### src/rtl/ball_pkg.sv
// Shared types, geometry defaults and the per-axis bounce step
// used by ball_motion and its vblank detector.
package ball_pkg;

  typedef logic [10:0] coord_t;

  typedef enum logic [1:0] {
    WAIT,
    MOVE_X,
    MOVE_Y,
    COMMIT
  } ball_state_t;

  localparam int unsigned DEF_WIDTH  = 800;
  localparam int unsigned DEF_HEIGHT = 600;
  localparam int unsigned DEF_RADIUS = 17;
  localparam int unsigned DEF_STEP   = 2;
  localparam int unsigned DEF_X_INIT = 400;
  localparam int unsigned DEF_Y_INIT = 300;

  typedef struct packed {
    coord_t pos;
    logic   dir;
    logic   flip;
  } axis_t;

  // Down-going test compares against lo+step so p-step never wraps.
  function automatic axis_t axis_next(
    input coord_t p,
    input logic   d,
    input coord_t step,
    input coord_t lo,
    input coord_t hi
  );
    axis_t r;
    r.pos  = p;
    r.dir  = d;
    r.flip = 1'b0;
    if (d) begin
      if (p + step >= hi) begin
        r.pos  = hi;
        r.dir  = 1'b0;
        r.flip = 1'b1;
      end else begin
        r.pos = p + step;
      end
    end else begin
      if (p <= lo + step) begin
        r.pos  = lo;
        r.dir  = 1'b1;
        r.flip = 1'b1;
      end else begin
        r.pos = p - step;
      end
    end
    return r;
  endfunction

endpackage

### src/rtl/ball_motion_vblank_detect.sv
// Detects the HEIGHT-1 -> HEIGHT line transition and registers
// a one-cycle frame_tick; det is the unregistered strobe.
module vblank_detect
  import ball_pkg::*;
#(
  parameter int unsigned HEIGHT = DEF_HEIGHT
) (
  input  logic        clk,
  input  logic        rst,
  input  logic [10:0] v_count,
  output logic        det,
  output logic        frame_tick
);

  localparam coord_t VB_LINE  = coord_t'(HEIGHT);
  localparam coord_t PRE_LINE = coord_t'(HEIGHT - 1);

  coord_t v_prev_q, v_prev_d;
  logic   tick_q, tick_d;

  always_comb begin
    v_prev_d = v_count;
    det      = (v_count == VB_LINE) && (v_prev_q == PRE_LINE);
    tick_d   = det;
  end

  always_ff @(posedge clk) begin
    if (rst) begin
      v_prev_q <= '0;
      tick_q   <= 1'b0;
    end else begin
      v_prev_q <= v_prev_d;
      tick_q   <= tick_d;
    end
  end

  assign frame_tick = tick_q;

endmodule

### src/rtl/ball_motion.sv
// Bouncing-object position generator, updated once per vblank.
// Define BALL_Y_MOTION_EN to let y move; otherwise y is fixed.
module ball_motion
  import ball_pkg::*;
#(
  parameter int unsigned WIDTH  = DEF_WIDTH,
  parameter int unsigned HEIGHT = DEF_HEIGHT,
  parameter int unsigned RADIUS = DEF_RADIUS,
  parameter int unsigned STEP   = DEF_STEP,
  parameter int unsigned X_INIT = DEF_X_INIT,
  parameter int unsigned Y_INIT = DEF_Y_INIT
) (
  input  logic        clk,
  input  logic        rst,
  input  logic [10:0] h_count,
  input  logic [10:0] v_count,
  input  logic        run,
  output logic [10:0] x_pos,
  output logic [10:0] y_pos,
  output logic        frame_tick,
  output logic        bounce
);

  localparam coord_t XMIN  = coord_t'(RADIUS);
  localparam coord_t XMAX  = coord_t'(WIDTH - 1 - RADIUS);
  localparam coord_t STP   = coord_t'(STEP);
  localparam coord_t XI    = coord_t'(X_INIT);
  localparam coord_t YI    = coord_t'(Y_INIT);

  logic unused_h;
  assign unused_h = ^h_count;

  logic det;

  vblank_detect #(
    .HEIGHT(HEIGHT)
  ) u_vb (
    .clk       (clk),
    .rst       (rst),
    .v_count   (v_count),
    .det       (det),
    .frame_tick(frame_tick)
  );

  ball_state_t state_q, state_d;
  coord_t      x_q, x_d, nx_q, nx_d;
  logic        dx_q, dx_d, ndx_q, ndx_d;
  logic        fx_q, fx_d;
  logic        bounce_q, bounce_d;
  axis_t       ax_x;

`ifdef BALL_Y_MOTION_EN
  localparam coord_t YMIN = coord_t'(RADIUS);
  localparam coord_t YMAX = coord_t'(HEIGHT - 1 - RADIUS);
  coord_t y_q, y_d, ny_q, ny_d;
  logic   dy_q, dy_d, ndy_q, ndy_d;
  logic   fy_q, fy_d;
  logic   run_q, run_d;
  axis_t  ax_y;
`endif

  always_comb begin
    state_d  = state_q;
    x_d      = x_q;
    dx_d     = dx_q;
    nx_d     = nx_q;
    ndx_d    = ndx_q;
    fx_d     = fx_q;
    bounce_d = 1'b0;
    ax_x     = axis_next(x_q, dx_q, STP, XMIN, XMAX);
`ifdef BALL_Y_MOTION_EN
    y_d      = y_q;
    dy_d     = dy_q;
    ny_d     = ny_q;
    ndy_d    = ndy_q;
    fy_d     = fy_q;
    run_d    = run_q;
    ax_y     = axis_next(y_q, dy_q, STP, YMIN, YMAX);
`endif
    unique case (state_q)
      WAIT: begin
        if (det) state_d = MOVE_X;
      end
      MOVE_X: begin
        state_d = MOVE_Y;
`ifdef BALL_Y_MOTION_EN
        run_d   = run;
`endif
        if (run) begin
          nx_d  = ax_x.pos;
          ndx_d = ax_x.dir;
          fx_d  = ax_x.flip;
        end else begin
          nx_d  = x_q;
          ndx_d = dx_q;
          fx_d  = 1'b0;
        end
      end
      MOVE_Y: begin
        state_d = COMMIT;
`ifdef BALL_Y_MOTION_EN
        if (run_q) begin
          ny_d  = ax_y.pos;
          ndy_d = ax_y.dir;
          fy_d  = ax_y.flip;
        end else begin
          ny_d  = y_q;
          ndy_d = dy_q;
          fy_d  = 1'b0;
        end
`endif
      end
      COMMIT: begin
        state_d  = WAIT;
        x_d      = nx_q;
        dx_d     = ndx_q;
`ifdef BALL_Y_MOTION_EN
        y_d      = ny_q;
        dy_d     = ndy_q;
        bounce_d = fx_q | fy_q;
`else
        bounce_d = fx_q;
`endif
      end
      default: state_d = WAIT;
    endcase
  end

  always_ff @(posedge clk) begin
    if (rst) begin
      state_q  <= WAIT;
      x_q      <= XI;
      dx_q     <= 1'b1;
      nx_q     <= XI;
      ndx_q    <= 1'b1;
      fx_q     <= 1'b0;
      bounce_q <= 1'b0;
    end else begin
      state_q  <= state_d;
      x_q      <= x_d;
      dx_q     <= dx_d;
      nx_q     <= nx_d;
      ndx_q    <= ndx_d;
      fx_q     <= fx_d;
      bounce_q <= bounce_d;
    end
  end

`ifdef BALL_Y_MOTION_EN
  always_ff @(posedge clk) begin
    if (rst) begin
      y_q   <= YI;
      dy_q  <= 1'b1;
      ny_q  <= YI;
      ndy_q <= 1'b1;
      fy_q  <= 1'b0;
      run_q <= 1'b0;
    end else begin
      y_q   <= y_d;
      dy_q  <= dy_d;
      ny_q  <= ny_d;
      ndy_q <= ndy_d;
      fy_q  <= fy_d;
      run_q <= run_d;
    end
  end

  assign y_pos = y_q;
`else
  assign y_pos = YI;
`endif

  assign x_pos  = x_q;
  assign bounce = bounce_q;

endmodule

### config.mk
export PLATFORM = sky130hd
export DESIGN_NAME = ball_motion
export DESIGN_NICKNAME = d
export VERILOG_FILES = /design/src/rtl/ball_pkg.sv /design/src/rtl/ball_motion_vblank_detect.sv /design/src/rtl/ball_motion.sv
export SDC_FILE = /design/constraint.sdc
export NUM_CORES = 1
export LEC_CHECK = 0
export BUFFER_PORTS_ARGS = -buffer_cell sky130_fd_sc_hd__buf_2
export CORE_AREA = 4 4 75 77
export CTS_CLUSTER_DIAMETER = 150
export DETAILED_ROUTE_END_ITERATION = 10
export DIE_AREA = 0 0 79 81
export GPL_ROUTABILITY_DRIVEN = 0
export GPL_TIMING_DRIVEN = 0
export HOLD_SLACK_MARGIN = 0.1
export PLACE_DENSITY = 0.69
export SYNTH_ARGS = -nofsm -noshare
export SYNTH_HDL_FRONTEND = slang
export SYNTH_HIERARCHICAL = 1
export SYNTH_SLANG_ARGS = --single-unit
### constraint.sdc
create_clock -name clk -period 4.9 [get_ports clk]
set_input_delay 0.245 -clock clk [delete_from_list [all_inputs] [get_ports clk]]
set_output_delay 0.245 -clock clk [all_outputs]
set_load 0.03 [all_outputs]
==> metrics.txt <==
run status completed; crit end category register; CORE AREA 5010 um2; synth warn 6; Crit Path Class register to register; post-synthesis cell type count 64; first-pass GRT wire length 9.67 mm; Max-slew headroom 0.578; Final ANT Viol Nets 0; Tightest Hold Check Type primary input to register; Nets 358; CTS resizes 0; CTS hold repair buffers 0; XOR/XNOR Fraction of Synth Area 0.0324; First-pass DRT Iterations 4; final setup fails 0; Die H 81 um; I/O Pins 49; post-synthesis mux area share 0.0452; vias in the first global route 2039; CP Data Required Time 5.08 ns; final setup TNS 0 ns; compound-cell area share of the yosys netlist 0.214; DR WL/cell 14.9 um; Total Power 583 uW; CP startpoint kind register; pin count of the biggest net entering global routing 13; fin cells 394; Mapped Area 2430 um2; Clk pin slew, worst setup/hold paths 0.07 ns; TritonCTS Buffers 5; Layout area overhead 13.7%; ant diodes 0; Hold Vio Cnt, Final 0; Die Wd 79 um; RSZ-0062 raised after global routing no; Pleak 0.00105 uW; Mapped Cells 282; measured slew at the worst slew-check pin 0.632 ns; post-synthesis adder-cell area fraction 0.0463; H-tree Lvls 2; CTS sink count 40; Post-synth EDFFs 0; final count of pins violating max slew 0; worst-path maximum fanout 8; CTS root buf clkbuf_8; fraction of the cycle the final worst path needs 0.502; Synth Register Bits 40; initial antenna violation count 0; post-CTS setup buffer count 0; syn_area_per_cell 8.63 um2; maximum clock rate 406 MHz; CP Data Arrival Time 2.64 ns; number of vias per cell 5.47; ys flop type dfxtp_1; # rows 26; layout cells sized above 1 0.216; Max Cap Viol 0; Starting Density 0.486; Max Buffers Root-to-Sink 2; sequential area share after synthesis 0.329; DR vias 2157; fraction of registers with async set/reset 0; Worst-Skew Late Latency 0.30 ns; skew final 0.0124 ns; Placed Cells 387; dpl hpwl 4.30 mm; die area 6400 um2; TritonCTS clock tree built; Tot GR Track Use 0.192; Synth Area in Simple Gates 0.239; VDD IR max 0.159 mV; DRC viols 0; Starting DRT DRC Count 211; Routed WL 5.89 mm; pwr dens 211 nW/um2; largest family of logic cells by synthesized area simple AND/OR/NAND/NOR gates; min cycle time layout 2.46 ns; PortBufs 26; Remaining Overflow, GRT 0
-- final cells by class --
class	count	area, um2
Buffer	30	183
Clock buffer	5	68.8
Clock inverter	2	12.5
Fill cell	482	2240
Inverter	10	37.5
Multi-Input combinational cell	211	1450
Sequential cell	40	801
Tap cell	70	87.6
Timing Repair Buffer	26	130
-- worst paths after layout --
path	slack, ns	cells past startpoint	endpoint	start
min	0.17	2	u_vb/v_prev_q[9]$_SDFF_PP0_	v_count[9]
max reg2reg	2.44	7	nx_q[1]$_SDFFE_PP0N_	x_pos[1]$_SDFFE_PP0N_
max	2.44	7	nx_q[1]$_SDFFE_PP0N_	x_pos[1]$_SDFFE_PP0N_
min reg2reg	0.46	2	fx_q$_SDFFE_PP0N_	fx_q$_SDFFE_PP0N_
-- metrics by stage --
stage          worst slack [ns]  hold slack, ns   util  cell area [um2]
6_report                   2.44           0.167  0.552             2770
5_1_grt                    2.29           0.166  0.552             2770
3_5_place_dp               2.48           0.453  0.536             2690
2_1_floorplan              2.56           0.317      -             2470
4_1_cts                    2.49           0.159  0.552             2770
3_3_place_gp               2.51           0.444  0.536             2690
-- worst max-delay path, cell delays in order (launching register included) --
cell and delay (ns):
dfxtp_1 0.51, ha_1 0.37, nand3_1 0.13, xor2_1 0.31
nand4b_2 0.19, o311ai_4 0.46, a21oi_1 0.14, o221a_2 0.25
-- metal layers --
metal	up-vias	global-route usage	wire, um
li1	1068	-	-
met1	1008	0.256	2740
met2	68	0.309	2690
met3	13	0.0310	310
met4	0	0.0773	143
met5	-	0	0
-- cell families (layout without fill, tap and decap cells) --
kind of cell    count (synthesis)  in the layout
compound gates                 70             70
fa+ha+maj                       9              9
other cells                     2             11
flops                          40             40
xor+xnor                        9              9
mux                            11             11
simple gates                  101            101
buf+inv                        40             73
-- cells in the mapped netlist, types with 4 or more instances --
master | instances | area [um2]
dfxtp_1 | 40 | 801
nor2_1 | 22 | 82.6
nand2_1 | 20 | 75.1
a21oi_1 | 17 | 85.1
nand3_1 | 14 | 70.1
buf_4 | 13 | 97.6
o21ai_0 | 13 | 65.1
mux2i_1 | 11 | 110
ha_1 | 9 | 113
inv_1 | 9 | 33.8
nor2b_1 | 7 | 43.8
nor3_1 | 7 | 35.0
clkbuf_1 | 6 | 22.5
o31ai_1 | 6 | 45.0
and2b_1 | 5 | 37.5
buf_2 | 5 | 25.0
xnor2_1 | 5 | 43.8
buf_1 | 4 | 15.0
xor2_1 | 4 | 35.0
-- cell usage in the layout (no fill, tap or decap), types with 7 or more instances in the layout --
| cell type | n |
|---|---|
| nor3_1 | 7 |
| buf_4 | 13 |
| nor2_1 | 22 |
| buf_2 | 31 |
| o21ai_0 | 13 |
| nand3_1 | 14 |
| nand2_1 | 20 |
| nor2b_1 | 7 |
| inv_1 | 9 |
| conb_1 | 11 |
| dfxtp_1 | 40 |
| a21oi_1 | 17 |
| mux2i_1 | 11 |
| ha_1 | 9 |
-- where the power goes --
part	leakage [uW]	internal, uW	switching, uW	total [uW]
sequential	0.000325	330	1.26	331
combinational	0.000688	15.8	26.1	42.0
clock	0.0000400	96.4	114	211
-- registers in the layout (all words and copies together) (netlist names), 2 cells and up --
name	flops
state_q	2
u_vb/v_prev_q	11
x_pos	11
nx_q	11
Power figures use the tool's default switching activity.
